### config.mk
export PLATFORM = sky130hd
export DESIGN_NAME = stepper_multi_ctrl
export DESIGN_NICKNAME = d
export VERILOG_FILES = /design/src/rtl/stepper_pkg.sv /design/src/rtl/stepper_channel.sv /design/src/rtl/stepper_multi_ctrl.sv
export SDC_FILE = /design/constraint.sdc
export NUM_CORES = 1
export LEC_CHECK = 0
export CORE_ASPECT_RATIO = 1.5
export CORE_MARGIN = 10
export CORE_UTILIZATION = 45
export CTS_CLUSTER_DIAMETER = 30
export CTS_CLUSTER_SIZE = 30
export DETAILED_ROUTE_END_ITERATION = 12
export PLACE_DENSITY_LB_ADDON = 0.1
export SYNTH_ARGS = -nofsm -noshare
export SYNTH_HDL_FRONTEND = slang
export SYNTH_SLANG_ARGS = --single-unit
### constraint.sdc
create_clock -name clock -period 8.92 [get_ports clock]
set_input_delay 2.23 -clock clock [delete_from_list [all_inputs] [get_ports clock]]
set_output_delay 2.23 -clock clock [all_outputs]
set_load 0.005 [all_outputs]
### src/rtl/stepper_pkg.sv
// Shared types and default sizing for the multi-channel stepper pulse engine.
package stepper_pkg;

    typedef enum logic [1:0] {
        StIdle,
        StSetup,
        StHigh,
        StLow
    } step_state_e;

    localparam int unsigned DefNumCh    = 2;
    localparam int unsigned DefCntW     = 16;
    localparam int unsigned DefDivW     = 18;
    localparam int unsigned DefSetupCyc = 4;

    function automatic int unsigned ch_width(input int unsigned num_ch);
        return (num_ch > 1) ? $clog2(num_ch) : 1;
    endfunction

endpackage

### src/rtl/stepper_channel.sv
// One stepper channel: setup/high/low phase sequencer with a step counter.
module stepper_channel
    import stepper_pkg::*;
#(
    parameter int unsigned CNT_W     = DefCntW,
    parameter int unsigned DIV_W     = DefDivW,
    parameter int unsigned SETUP_CYC = DefSetupCyc
) (
    input  logic             clk_i,
    input  logic             rst_ni,
    input  logic             start_i,
    input  logic             dir_i,
    input  logic [CNT_W-1:0] steps_i,
    input  logic [DIV_W-1:0] half_i,
    input  logic             abort_i,
    output logic             on_o,
    output logic             dir_o,
    output logic             step_o,
    output logic             busy_o,
    output logic             done_o,
    output logic [CNT_W-1:0] steps_left_o
);

    localparam int unsigned SetupW = $clog2(SETUP_CYC) + 1;
    localparam int unsigned PhW    = (DIV_W > SetupW) ? DIV_W : SetupW;

    step_state_e      state_q, state_d;
    logic [PhW-1:0]   ph_q, ph_d;
    logic [CNT_W-1:0] left_q, left_d;
    logic [DIV_W-1:0] half_q, half_d;
    logic             dir_q, dir_d;
    logic             done_q, done_d;

    always_ff @(posedge clk_i or negedge rst_ni) begin
        if (!rst_ni) begin
            state_q <= StIdle;
            ph_q    <= '0;
            left_q  <= '0;
            half_q  <= '0;
            dir_q   <= 1'b0;
            done_q  <= 1'b0;
        end else begin
            state_q <= state_d;
            ph_q    <= ph_d;
            left_q  <= left_d;
            half_q  <= half_d;
            dir_q   <= dir_d;
            done_q  <= done_d;
        end
    end

    always_comb begin
        state_d = state_q;
        ph_d    = ph_q;
        left_d  = left_q;
        half_d  = half_q;
        dir_d   = dir_q;
        done_d  = 1'b0;

        unique case (state_q)
            StIdle: begin
                if (start_i) begin
                    dir_d  = dir_i;
                    half_d = (half_i == '0) ? DIV_W'(1) : half_i;
                    left_d = steps_i;
                    ph_d   = PhW'(SETUP_CYC - 1);
                    // A zero-length move completes without ever enabling the driver.
                    if (steps_i == '0) begin
                        done_d = 1'b1;
                    end else begin
                        state_d = StSetup;
                    end
                end
            end
            StSetup: begin
                if (ph_q == '0) begin
                    state_d = StHigh;
                    ph_d    = PhW'(half_q) - PhW'(1);
                end else begin
                    ph_d = ph_q - PhW'(1);
                end
            end
            StHigh: begin
                if (ph_q == '0) begin
                    state_d = StLow;
                    ph_d    = PhW'(half_q) - PhW'(1);
                end else begin
                    ph_d = ph_q - PhW'(1);
                end
            end
            StLow: begin
                if (ph_q == '0) begin
                    left_d = (left_q != '0) ? left_q - CNT_W'(1) : '0;
                    ph_d   = PhW'(half_q) - PhW'(1);
                    if (left_q <= CNT_W'(1)) begin
                        state_d = StIdle;
                        done_d  = 1'b1;
                    end else begin
                        state_d = StHigh;
                    end
                end else begin
                    ph_d = ph_q - PhW'(1);
                end
            end
            default: state_d = StIdle;
        endcase

        // Abort wins over any phase transition and keeps the un-decremented count.
        if (abort_i && (state_q != StIdle)) begin
            state_d = StIdle;
            ph_d    = '0;
            left_d  = left_q;
            done_d  = 1'b0;
        end
    end

    assign busy_o       = (state_q != StIdle);
    assign on_o         = busy_o;
    assign step_o       = (state_q == StHigh);
    assign dir_o        = dir_q;
    assign done_o       = done_q;
    assign steps_left_o = left_q;

endmodule

### src/rtl/stepper_multi_ctrl.sv
// Multi-channel stepper controller: shared command bus decoded onto NUM_CH channel engines.
module stepper_multi_ctrl
    import stepper_pkg::*;
#(
    parameter int unsigned NUM_CH    = DefNumCh,
    parameter int unsigned CNT_W     = DefCntW,
    parameter int unsigned DIV_W     = DefDivW,
    parameter int unsigned SETUP_CYC = DefSetupCyc,
    parameter int unsigned CH_W      = ch_width(NUM_CH)
) (
    input  logic                    clock,
    input  logic                    reset,
    input  logic                    cmd_valid,
    output logic                    cmd_ready,
    input  logic [CH_W-1:0]         cmd_ch,
    input  logic                    cmd_dir,
    input  logic [CNT_W-1:0]        cmd_steps,
    input  logic [DIV_W-1:0]        cmd_half,
    input  logic [NUM_CH-1:0]       abort,
    output logic [NUM_CH-1:0]       motor_on,
    output logic [NUM_CH-1:0]       motor_dir,
    output logic [NUM_CH-1:0]       motor_step,
    output logic [NUM_CH-1:0]       busy,
    output logic [NUM_CH-1:0]       done,
    output logic [NUM_CH*CNT_W-1:0] steps_left
);

    logic ch_hit;
    logic ch_blocked;

    // Out-of-range channel numbers never match, so they are never ready.
    always_comb begin
        ch_hit     = 1'b0;
        ch_blocked = 1'b0;
        for (int unsigned k = 0; k < NUM_CH; k++) begin
            if (cmd_ch == CH_W'(k)) begin
                ch_hit     = 1'b1;
                ch_blocked = busy[k] | abort[k];
            end
        end
    end

    assign cmd_ready = ch_hit & ~ch_blocked;

    for (genvar k = 0; k < NUM_CH; k++) begin : g_ch
        logic start;

        assign start = cmd_valid & cmd_ready & (cmd_ch == CH_W'(k));

        stepper_channel #(
            .CNT_W     (CNT_W),
            .DIV_W     (DIV_W),
            .SETUP_CYC (SETUP_CYC)
        ) u_channel (
            .clk_i        (clock),
            .rst_ni       (reset),
            .start_i      (start),
            .dir_i        (cmd_dir),
            .steps_i      (cmd_steps),
            .half_i       (cmd_half),
            .abort_i      (abort[k]),
            .on_o         (motor_on[k]),
            .dir_o        (motor_dir[k]),
            .step_o       (motor_step[k]),
            .busy_o       (busy[k]),
            .done_o       (done[k]),
            .steps_left_o (steps_left[k*CNT_W +: CNT_W])
        );
    end

endmodule

== Yosys cells after proc, flatten, opt, wreduce, memory -nomap -nowiden ==
Index checks and enable logic that the tools add are counted.
Operators by class
  $add $sub $neg: 6
  $mul: 0
  divide/modulo/power cells: 0
  $lt $le $gt $ge: 2
  equal/unequal tests: 20
  shifts and indexed selects: 0
  multiplexer cells: 44
  bitwise operators: 9
  reductions and logical operators: 22
Operators with widths (number)
  2-to-1 mux 18 bit: 7
  2-to-1 mux 16 bit: 6
  case mux 18 bit (2 select lines): 2
  subtractor 18 x 1 -> 18 bit (second input constant): 4
  case mux 16 bit (2 select lines): 2
  zero test 18 bit: 3
  less-or-equal comparator 16 x 1 -> 1 bit (second input constant): 2
  nonzero test 16 bit: 2
  subtractor 16 x 1 -> 16 bit (second input constant): 2
  2-to-1 mux 2 bit: 13
  zero test 16 bit: 1
  case mux 2 bit (4 select lines): 2
  != test 3 x 1 -> 1 bit (second input constant): 4
  2-to-1 mux 1 bit: 10
  AND reduction 5 bit: 2
  != test 3 x 2 -> 1 bit (second input constant): 3
  != test 3 bit (second input constant): 3
  == test 2 bit (second input constant): 4
  AND reduction 4 bit: 2
  nonzero test 2 bit: 4
  OR reduction 3 bit: 2
  == test 2 x 1 -> 1 bit (second input constant): 2
  zero test 2 bit: 2
  != test 2 x 1 -> 1 bit (second input constant): 2
  other kinds (7): 17
Word-level totals
  bits in registers: 112
  latch bits: 0
  bits in writable memories: 0
  ROM bits: 0
  bits of input ports: 41
  output and inout bits: 43
  logic and storage cells: 115
  memories kept: 0

== Logic depth before layout (Yosys ltp) ==
  depth in word-level cells: 9
  mapped depth: 14
  gate-level depth less buffers: 11

== Hierarchy ==
Synthesis repeated with hierarchy kept, for this count alone.
Second synthesis, totals
  cells, all modules: 790
  area total of the unflattened synthesis: 7186.9 um^2
Modules (own cells, without submodules)
  stepper_channel at g_ch[1].u_channel: instances 1, cells each 402, area each 3631.0 um^2, seq. area each 1401.3 um^2
  stepper_channel at g_ch[0].u_channel: instances 1, cells each 383, area each 3517.1 um^2, seq. area each 1401.3 um^2
  stepper_multi_ctrl: instances 1, cells each 5, area each 38.8 um^2, seq. area each 0.0 um^2

== Worst setup path before layout ==
No wires, ideal clock.
  kind: input-to-output
  from: input abort[0]
  to: output cmd_ready
  data arrival time: 2.601 ns
  required time: 6.690 ns
  setup slack: 4.089 ns
  stages: 3
  path buffers: 0
  cell sequence: inv_1 -> nand2_1 -> o21ai_0
On the way
  cells in the longest elaborated chain, start to end: 3
Ends and longest elaborated chain
  start, declared: RTL line stepper_multi_ctrl.sv:19  | input logic [NUM_CH-1:0] abort,
  OR 1 bit: RTL line stepper_multi_ctrl.sv:38  | ch_blocked = busy[k] | abort[k];
  2-to-1 mux 1 bit: RTL line stepper_multi_ctrl.sv:36  | if (cmd_ch == CH_W'(k)) begin
  NOT 1 bit: RTL line stepper_multi_ctrl.sv:43  | assign cmd_ready = ch_hit & ~ch_blocked;
  end, declared: RTL line stepper_multi_ctrl.sv:14  | output logic cmd_ready,
Every way passes these cells.

== Worst setup path in the final report ==
Same ends and word-level chain as after synthesis.

==> impl_metrics.json <==
{
  "status": "finished clean",
  "die-area_um2": 21500,
  "total_power_mw": 3.17,
  "start_util_pct": 45.9,
  "numPortBuffers": 83,
  "max_cap_violations": 0,
  "drt_wl_total_mm": 21.7,
  "cts_tree": "done",
  "clk_latency_ns": 0.36,
  "fin_skew_ns": 0.0102,
  "setup_violations": 0,
  "layout_min_cycle_time_ns": 6.08,
  "synth-async-reset-ratio_pct": 100,
  "worstPathCellList": "clkdlybuf4s50_1, inv_1, nand2_1, o21ai_0, clkdlybuf4s50_1",
  "cts.sinks": 112,
  "ir_worst_vdd_uv": 189,
  "nFillCells": 1448,
  "power_density_nw_per_um2": 381,
  "placed_area_um2": 8050,
  "post_drt_wl_per_cell_um": 19.8,
  "syn_inst": 832,
  "core_um2": 15600,
  "drive_gt1_share_pct": 7.97,
  "area_growth_pct": 16.3,
  "synth_xor_area_share_pct": 0.366,
  "rsz0062_at_grt": "no",
  "clockBufferDepth": 2,
  "grt_pass1_wl_mm": 35.3,
  "grt_max_degree": 80,
  "synth_area_leaders": "dfrtp_1 (39%), nand2_1 (5.6%), o21ai_0 (5.2%), a21oi_1 (3.1%), mux2_2 (3.0%)",
  "die_height_um": 175,
  "synth_top_area_share_pct": 39.1,
  "timing.final.crit_share_pct": 68.1,
  "slowest_delay_ns": 0.53,
  "syn-num-nets": 890,
  "overflow": 0,
  "drtIter0Drc": 641,
  "power.leakage_nw": 3.40,
  "hold_class": "flop to flop",
  "num_antenna_cells": 0,
  "nets": 944,
  "syn_area_um2": 7170,
  "stdcell_area_um2": 8340,
  "yosysUniqueCellTypes": 73,
  "yosys.area.top_type": "dfrtp_1",
  "fin_setup_tns_ns": 0,
  "setup.worst_path.class": "input pin to output pin",
  "cts-htree-levels": 3,
  "synthTopCellsByCount": "dfrtp_1 (112), nand2_1 (107), o21ai_0 (75)",
  "dr.pass1.iters": 5,
  "hold_buffers": 0,
  "numCtsBuffers": 9,
  "max_freq_ghz": 0.165,
  "finalHoldViolations": 0,
  "synth_simple_gate_area_share_pct": 23.1,
  "ios": 84,
  "cp_max_fo": 6,
  "grt_pass1_vias": 6853,
  "clkTransAtPathRegs_ns": 0.08,
  "gp_congestion": 0.945,
  "die_width_um": 123,
  "slew_headroom_pct": 16.0,
  "synth-seq-area-share_pct": 39.1,
  "end_kind": "output pin",
  "root_buffer": "clkbuf_16",
  "synth.area.mux_share_pct": 4.73,
  "antenna_found_initial": 0,
  "grtUsageTotal_pct": 19.9,
  "synth_fa_ha_area_share_pct": 2.97,
  "slew_viol_final": 0,
  "ctsResizeCount": 0,
  "crit_slowest_cell": "clkdlybuf4s50_1",
  "crit_required_ns": 6.69,
  "antenna_left": 0,
  "arrival_ns": 3.85,
  "synth_top_family_by_area": "compound AO/OA/AOI/OAI gates",
  "num_rows": 56,
  "synth_compound_area_share_pct": 23.9,
  "yosys.cell_count.top_type": "dfrtp_1",
  "synth_edf_count": 0,
  "ys.flop_type": "dfrtp_1",
  "viasPerCell": 6.38,
  "remaining_drc_errors": 0,
  "ys_ff_latch": 112,
  "synth_warnings": 0,
  "vias": 6975,
  "worstMarginPinSlew_ns": 1.26,
  "dp_hpwl_mm": 15.6,
  "syn_area_per_cell_um2": 8.62,
  "critPathMostFrequentCell": "clkdlybuf4s50_1",
  "post_cts_buffers": 0,
  "startpoint_type": "input pin"
}
==> flip-flops by register name (all words and copies together), names as in the netlist <==
signal                       cells
g_ch.u_channel.half_q           36
g_ch.u_channel.dir_o             2
g_ch.u_channel.steps_left_o     32
g_ch.u_channel.done_o            2
g_ch.u_channel.state_q           4
g_ch.u_channel.ph_q             36
==> cell usage in the layout (no fill, tap or decap), drive strengths merged, types with 8 or more instances in the layout <==
cell           Yosys  layout
nand2            107     107
ha                17      17
and3              10      10
a21oi             45      45
or3               14      14
a31oi             12      12
buf               16      12
dfrtp            112     112
o22ai             11      11
a211oi            13      13
nor2              58      58
clkdlybuf4s50      0      82
nor3              32      32
or4               15      15
o21ai             78      78
mux2              20      20
mux2i             11      11
nor4              32      32
a22o              16      16
o2bb2ai            8       8
nand4             15      15
clkbuf            35       9
inv               30      34
nand3             22      22
a211o              9       9
==> critical path: cells and delay by family <==
kind	cells	cell delay (ns)
simple gates	1	0.19
compound gates	1	0.21
buf+inv	3	1.21
==> worst paths after layout <==
path,cells past startpoint,slack (ns),end,from
max in group asynchronous,2,5.71,g_ch[1].u_channel.steps_left_o[14]$_DFFE_PN0P_,reset
max,5,2.84,cmd_ready,abort[0]
min reg2reg,2,0.49,g_ch[1].u_channel.dir_o$_DFFE_PN0P_,g_ch[1].u_channel.dir_o$_DFFE_PN0P_
min in group asynchronous,1,1.83,g_ch[1].u_channel.state_q[1]$_DFFE_PN0P_,reset
min,2,0.49,g_ch[1].u_channel.dir_o$_DFFE_PN0P_,g_ch[1].u_channel.dir_o$_DFFE_PN0P_
max reg2reg,6,5.32,g_ch[0].u_channel.steps_left_o[7]$_DFFE_PN0P_,g_ch[0].u_channel.ph_q[11]$_DFFE_PN0P_
==> where the power goes <==
part | leakage (nW) | switching (mW) | internal [mW]
logic | 1.83 | 0.988 | 0.747
clock network | 0.139 | 0.211 | 0.196
registers | 1.43 | 0.300 | 0.730
total | 3.40 | 1.50 | 1.67
==> layer usage <==
| metal | vias to the layer above | part of all wire (%) | GRT usage, % |
|---|---|---|---|
| met5 | - | 0 | 0 |
| met1 | 3446 | 42 | 24.7 |
| met4 | 0 | 2.5 | 7.30 |
| met2 | 239 | 51 | 33.8 |
| met3 | 45 | 4.9 | 3.13 |
| li1 | 3245 | - | - |
==> cell type report <==
class | count | area (um^2) | share of cell area (%)
timing repair buffer | 94 | 911 | 10.9
tap | 203 | 254 | 3.05
clock inverter | 7 | 62.6 | 0.750
clock buffer | 9 | 225 | 2.70
sequential | 112 | 2800 | 33.6
inverter | 31 | 116 | 1.40
multi-input combinational | 638 | 3970 | 47.6
==> logic make-up (layout without fill, tap and decap cells) <==
family / after synthesis / after routing
compound gates: 256 / 256
buf+inv: 82 / 141
fa+ha+maj: 17 / 17
simple gates: 331 / 331
flops: 112 / 112
mux: 31 / 31
xor+xnor: 3 / 3
==> per-stage QoR <==
| step | setup slack (ns) | hold WS [ns] | cells | util, % |
|---|---|---|---|---|
| floorplan | 4.09 | 0.447 | 832 | - |
| global placement | 2.90 | 0.472 | 1078 | 51.5 |
| detailed placement | 2.85 | 0.466 | 1078 | 51.5 |
| CTS | 2.85 | 0.486 | 1094 | 53.4 |
| global route | 2.74 | 0.528 | 1094 | 53.4 |
| finish | 2.84 | 0.490 | 1094 | 53.4 |
(Power assumes the default switching activity.)
